$ cat src/rtl/rgb_pkg.sv
// rtl/rgb_pkg.sv - shared types and phase-to-channel role table for the rainbow sequencer
// Purpose: sequencer state enum, colour-wheel constants and the per-phase
// channel role lookup used by the duty mapper.
// Ports: none (package).
package rgb_pkg;

  typedef enum logic [1:0] {
    OFF  = 2'd0,
    RUN  = 2'd1,
    HOLD = 2'd2
  } state_t;

  // What a channel's duty is doing within one hue phase.
  typedef enum logic [1:0] {
    ZERO = 2'd0,
    RISE = 2'd1,
    FALL = 2'd2,
    FULL = 2'd3
  } role_t;

  localparam int NUM_PHASES = 6;

  localparam logic [1:0] CH_R = 2'd0;
  localparam logic [1:0] CH_G = 2'd1;
  localparam logic [1:0] CH_B = 2'd2;

  // Colour wheel: each phase has one channel at full, one ramping, one dark.
  // The ramping channel hands over seamlessly at phase edges (fall at lvl 0 == full).
  function automatic role_t channel_role(input logic [2:0] phase, input logic [1:0] ch);
    role_t r;
    r = ZERO;
    case (phase)
      3'd0: if (ch == CH_R) r = FULL; else if (ch == CH_G) r = RISE;
      3'd1: if (ch == CH_R) r = FALL; else if (ch == CH_G) r = FULL;
      3'd2: if (ch == CH_G) r = FULL; else if (ch == CH_B) r = RISE;
      3'd3: if (ch == CH_G) r = FALL; else if (ch == CH_B) r = FULL;
      3'd4: if (ch == CH_R) r = RISE; else if (ch == CH_B) r = FULL;
      3'd5: if (ch == CH_R) r = FULL; else if (ch == CH_B) r = FALL;
      default: r = ZERO;
    endcase
    return r;
  endfunction

endpackage

$ cat src/rtl/rgb_rainbow_sequencer_pwm_compare.sv
// rtl/rgb_rainbow_sequencer_pwm_compare.sv - registered active-low PWM comparator
// Purpose: drives one LED pin low while the shared period counter is below the duty.
// Ports:
//   CLK  in   system clock
//   RST  in   synchronous active-low reset (pin goes high = LED off)
//   cnt  in   shared period counter
//   duty in   shadowed duty for this channel
//   pwm  out  active-low LED drive, one cycle behind cnt
module pwm_compare #(
  parameter int CW = 12
) (
  input  logic          CLK,
  input  logic          RST,
  input  logic [CW-1:0] cnt,
  input  logic [CW-1:0] duty,
  output logic          pwm
);

  always_ff @(posedge CLK) begin
    if (!RST) begin
      pwm <= 1'b1;
    end else begin
      pwm <= (cnt < duty) ? 1'b0 : 1'b1;
    end
  end

endmodule

$ cat src/rtl/rgb_rainbow_sequencer.sv
// rtl/rgb_rainbow_sequencer.sv - coordinated RGB hue-wheel PWM sequencer
// Purpose: one shared period counter, an OFF/RUN/HOLD scheduler walking a
// 6-phase colour wheel, boundary-shadowed duties and three PWM comparators.
// Ports:
//   CLK    in   system clock
//   RST    in   synchronous active-low reset
//   EN     in   run request (level)
//   STOP   in   return to OFF (level, wins over EN)
//   PWM_R  out  red drive, active-low
//   PWM_G  out  green drive, active-low
//   PWM_B  out  blue drive, active-low
//   PHASE  out  current hue phase 0..5
//   SYNC   out  pulse in the cycle where the period counter is 0
module rgb_rainbow_sequencer
  import rgb_pkg::*;
#(
  parameter int PERIOD       = 2450,
  parameter int STEP_PERIODS = 1
) (
  input  logic       CLK,
  input  logic       RST,
  input  logic       EN,
  input  logic       STOP,
  output logic       PWM_R,
  output logic       PWM_G,
  output logic       PWM_B,
  output logic [2:0] PHASE,
  output logic       SYNC
);

  localparam int CW = $clog2(PERIOD + 1);
  localparam int SW = (STEP_PERIODS > 1) ? $clog2(STEP_PERIODS) : 1;

  localparam logic [CW-1:0] PER       = CW'(PERIOD);
  localparam logic [CW-1:0] LAST      = CW'(PERIOD - 1);
  localparam logic [SW-1:0] STEP_LAST = SW'(STEP_PERIODS - 1);
  localparam logic [2:0]    PH_LAST   = 3'(NUM_PHASES - 1);

  state_t        state, state_nxt;
  logic [CW-1:0] cnt;
  logic [CW-1:0] lvl, lvl_nxt;
  logic [2:0]    phase, phase_nxt;
  logic [SW-1:0] step_cnt, step_nxt;
  logic [CW-1:0] shadow_r, shadow_g, shadow_b;
  logic [CW-1:0] duty_r, duty_g, duty_b;
  logic          sync_q;
  logic          boundary, tick;

  function automatic logic [CW-1:0] role_value(input role_t role, input logic [CW-1:0] l);
    case (role)
      FULL:    return PER;
      RISE:    return l;
      FALL:    return PER - l;
      default: return '0;
    endcase
  endfunction

  assign boundary = (cnt == LAST);
  assign tick     = boundary && (step_cnt == STEP_LAST);

  always_comb begin
    state_nxt = state;
    lvl_nxt   = lvl;
    phase_nxt = phase;
    step_nxt  = step_cnt;

    case (state)
      OFF:     if (boundary && EN && !STOP) state_nxt = RUN;
      RUN:     if (STOP) state_nxt = OFF; else if (!EN) state_nxt = HOLD;
      HOLD:    if (STOP) state_nxt = OFF; else if (EN) state_nxt = RUN;
      default: state_nxt = OFF;
    endcase

    // The wheel only advances on cycles that stay in RUN; leaving RUN on a
    // tick freezes the position where it was.
    if (state_nxt == OFF) begin
      lvl_nxt   = '0;
      phase_nxt = '0;
      step_nxt  = '0;
    end else if (state == RUN && state_nxt == RUN && boundary) begin
      step_nxt = (step_cnt == STEP_LAST) ? '0 : step_cnt + SW'(1);
      if (tick) begin
        if (lvl == LAST) begin
          lvl_nxt   = '0;
          phase_nxt = (phase == PH_LAST) ? 3'd0 : phase + 3'd1;
        end else begin
          lvl_nxt = lvl + CW'(1);
        end
      end
    end
  end

  // Duties follow the next wheel position so a tick and its shadow load land
  // on the same boundary; OFF loads dark duties.
  always_comb begin
    duty_r = '0;
    duty_g = '0;
    duty_b = '0;
    if (state_nxt != OFF) begin
      duty_r = role_value(channel_role(phase_nxt, CH_R), lvl_nxt);
      duty_g = role_value(channel_role(phase_nxt, CH_G), lvl_nxt);
      duty_b = role_value(channel_role(phase_nxt, CH_B), lvl_nxt);
    end
  end

  always_ff @(posedge CLK) begin
    if (!RST) begin
      state    <= OFF;
      cnt      <= '0;
      lvl      <= '0;
      phase    <= '0;
      step_cnt <= '0;
      shadow_r <= '0;
      shadow_g <= '0;
      shadow_b <= '0;
      sync_q   <= 1'b0;
    end else begin
      state    <= state_nxt;
      cnt      <= boundary ? '0 : cnt + CW'(1);
      lvl      <= lvl_nxt;
      phase    <= phase_nxt;
      step_cnt <= step_nxt;
      sync_q   <= boundary;
      if (boundary) begin
        shadow_r <= duty_r;
        shadow_g <= duty_g;
        shadow_b <= duty_b;
      end
    end
  end

  assign PHASE = phase;
  assign SYNC  = sync_q;

  pwm_compare #(.CW(CW)) u_pwm_r (.CLK(CLK), .RST(RST), .cnt(cnt), .duty(shadow_r), .pwm(PWM_R));
  pwm_compare #(.CW(CW)) u_pwm_g (.CLK(CLK), .RST(RST), .cnt(cnt), .duty(shadow_g), .pwm(PWM_G));
  pwm_compare #(.CW(CW)) u_pwm_b (.CLK(CLK), .RST(RST), .cnt(cnt), .duty(shadow_b), .pwm(PWM_B));

endmodule

$ cat config.mk
export PLATFORM = sky130hd
export DESIGN_NAME = rgb_rainbow_sequencer
export DESIGN_NICKNAME = d
export VERILOG_FILES = /design/src/rtl/rgb_pkg.sv /design/src/rtl/rgb_rainbow_sequencer_pwm_compare.sv /design/src/rtl/rgb_rainbow_sequencer.sv
export SDC_FILE = /design/constraint.sdc
export NUM_CORES = 1
export LEC_CHECK = 0
export CORE_ASPECT_RATIO = 1.5
export CORE_MARGIN = 8
export CORE_UTILIZATION = 30
export CTS_BUF_LIST = sky130_fd_sc_hd__clkbuf_4
export CTS_CLUSTER_DIAMETER = 30
export DETAILED_ROUTE_END_ITERATION = 10
export PLACE_DENSITY_LB_ADDON = 0.15
export SYNTH_ARGS = -nofsm -noshare
export SYNTH_HDL_FRONTEND = slang
export SYNTH_SLANG_ARGS = --single-unit
$ cat constraint.sdc
create_clock -name CLK -period 4.82 [get_ports CLK]
set_input_delay 1.205 -clock CLK [delete_from_list [all_inputs] [get_ports CLK]]
set_output_delay 1.205 -clock CLK [all_outputs]
set_load 0.02 [all_outputs]
==> flow_summary.ini <==
[drt]
finalWirelength_mm = 13.79
via_per_inst = 5.149
vias = 3934
drtIter0Drc = 243
wl_per_cell_um = 18.04
route.antenna.remaining_nets = 0
post-route-drc-count = 0
firstDrtPassIters = 5

[worst_setup_path]
r2r_start = cnt[1]$_SDFF_PP0_
critPathRequiredTime_ns = 5.16
crit_path_start_kind = primary input
crit_type = in2reg
crit_fanout = 12
cp-end-kind = flip-flop
worstSetupStartpoint = STOP
arrival_ns = 4.23

[sta]
final-hold-violation-count = 0
setup_viol = 0
worst_slew_pin_slew_ns = 0.9054
skew_ns = 0.02368
finalCritPeriodShare_pct = 80.67
min_period_ns = 3.888
maxSlewViolCount = 0
max_freq_mhz = 257.2
tns_ns = 0
slew_headroom_pct = 39.18
rsz0062_at_grt = false

[clocking]
cts-root-buf = clkbuf_4
cts_resized = 0
cts_made_buffers = 9
clock_latency_ns = 0.45
cts.clk_slew.worst_paths_ns = 0.12
postCtsSetupRepairBufs = 0
cts_tree = done
clkSinkCount = 69
cts_htree_levels = 3
clockBufferDepth = 2
ctsHoldBuffers = 0

[logic_synthesis]
yosysWarningCount = 0
yosysSeqAreaShare_pct = 31.02
async_flop_share_pct = 0
avgSynthCellArea_um2 = 8.231
synth_area_mm2 = 0.004453
yosys_register_bits = 69
synth_nets = 583
syn_inst = 541
ys.flop_type = dfxtp_1
ys_types = 71
synth_edf_count = 0

[die]
dieArea_mm2 = 0.01908
ios = 11
core_area_mm2 = 0.01453
die_h_um = 165.2
start_util_pct = 30.65
die_w_um = 115.5
fp-row-count = 54

[layout]
drive_above_1_share_pct = 10.12
stdcell_area_mm2 = 0.004945
mostFrequentLayoutCells = dfxtp_1, nor2_1, nand2_1, inv_1, ha_1
final_util_pct = 34.04
layout.nets = 600
area_growth_pct = 11.04
final_common_cell = dfxtp_1

[global_route]
globalRouteOverflowTotal = 0
grt_pass1_vias = 4071
grt_pass1_wl_mm = 22.32
grt_max_degree = 25
track_usage_pct = 15.36
antenna_found_initial = 1

[pwr]
powerDensity_mw_per_mm2 = 209.8
p_total_w = 0.001038
peakVddDrop_mv = 0.08500
power_leakage_nw = 1.853

[hold_path]
hp-class = reg2reg
hp-start = shadow_r[0]$_SDFFE_PN0N_

[place]
place_hpwl_mm = 10.84
gp_congestion = 0.9788
placed_cell_area_mm2 = 0.004798
port_buffers = 10

[outcome]
status = completed

[flow_run]
drv_cap = 0
-- path summary, 6_finish.rpt --
check | to | slack [ns] | depth (start not counted)
worst max-delay path | shadow_b[10]$_SDFFE_PN0N_ | 0.93 | 14
worst min-delay path | shadow_r[0]$_SDFFE_PN0N_ | 0.46 | 2
worst max register to register | shadow_b[10]$_SDFFE_PN0N_ | 1.29 | 14
worst min register to register | shadow_r[0]$_SDFFE_PN0N_ | 0.46 | 2
-- logic make-up after synthesis --
logic type                 Yosys count  synth area share [%]
and+or+nand+nor                    209                 25.93
AOI/OAI and AO/OA                  142                 21.50
DFF                                 69                 31.02
buffers and inverters               56                 5.479
adders and majority gates           38                 10.68
xor gates and xnor gates            25                 4.917
muxes                                2                0.4777
-- final cells by class --
class / instances / area, um^2
well taps: 196 / 245.2
multi-input cells: 416 / 2828
fillers: 1539 / 9582
clock inverters: 5 / 51.30
flip-flops and latches: 69 / 1381
inverters: 39 / 146.4
repair buffers: 23 / 197.7
clock buffers: 11 / 82.58
diodes: 5 / 12.51
-- where the power goes --
part / switching (W) / leakage (nW) / internal [W]
Clock: 0.000234 / 0.0743 / 0.000167
Sequential: 0.00000504 / 0.557 / 0.000575
Combinational: 0.0000327 / 1.22 / 0.0000249
-- state kept, by name, indices dropped and copies added (netlist names) --
| signal | cells |
|---|---|
| u_pwm_r.pwm | 1 |
| u_pwm_b.pwm | 1 |
| PHASE | 3 |
| cnt | 12 |
| SYNC | 1 |
| shadow_r | 12 |
| state | 2 |
| shadow_g | 12 |
| u_pwm_g.pwm | 1 |
| shadow_b | 12 |
| lvl | 12 |
-- stage by stage --
stage / setup slack [ns] / hold WS (ns) / instances
2_1_floorplan: 1.113 / 0.4167 / 541
3_3_place_gp: 0.5407 / 0.4389 / 743
6_report: 0.9316 / 0.4587 / 764
4_1_cts: 0.9495 / 0.4616 / 759
5_1_grt: 0.7121 / 0.4707 / 764
3_5_place_dp: 0.4881 / 0.4452 / 743
-- metal layers --
layer	vias up	track usage, %	wire length (um)
met5	-	0	0
met1	1841	16.22	5513
met4	0	6.959	489
li1	1964	-	-
met3	34	2.403	406
met2	95	28.94	7376
-- worst max-delay path: stages --
cell	delay (ns)
clkdlybuf4s50_1	0.44
and4bb_1	0.40
and4_2	0.44
nand2_1	0.11
nor2_1	0.09
a21oi_1	0.05
nor2_1	0.17
ha_1	0.28
o21a_1	0.27
o21ai_4	0.09
o22a_4	0.24
xnor2_1	0.13
nor2_1	0.05
a221o_1	0.25
-- cell usage after synthesis, drive strengths merged, types with 2 or more instances --
cell | n | share of area (%)
nand3 | 15 | 1.7
and3 | 15 | 2.2
or3 | 5 | 0.73
and2 | 17 | 2.4
a21boi | 2 | 0.59
nor2b | 6 | 0.84
nand2 | 45 | 3.8
buf | 7 | 1.3
nor3 | 9 | 1.0
nand2b | 15 | 2.3
a31oi | 3 | 0.56
o22ai | 17 | 2.4
nand4 | 12 | 2.0
o21ai | 37 | 4.4
and4b | 3 | 0.67
o221ai | 2 | 0.39
o21a | 2 | 0.34
xnor2 | 16 | 3.1
and4bb | 4 | 1.2
a21oi | 36 | 4.3
o31ai | 5 | 0.84
clkbuf | 10 | 0.87
dfxtp | 69 | 31
a211o | 2 | 0.42
nor3b | 3 | 0.76
nor2 | 53 | 4.9
ha | 38 | 11
and4 | 2 | 0.42
xor2 | 9 | 1.8
a211oi | 7 | 1.3
a22oi | 10 | 1.7
a311oi | 2 | 0.67
inv | 39 | 3.3
a21o | 8 | 1.3
Power figures use the tool's default switching activity.
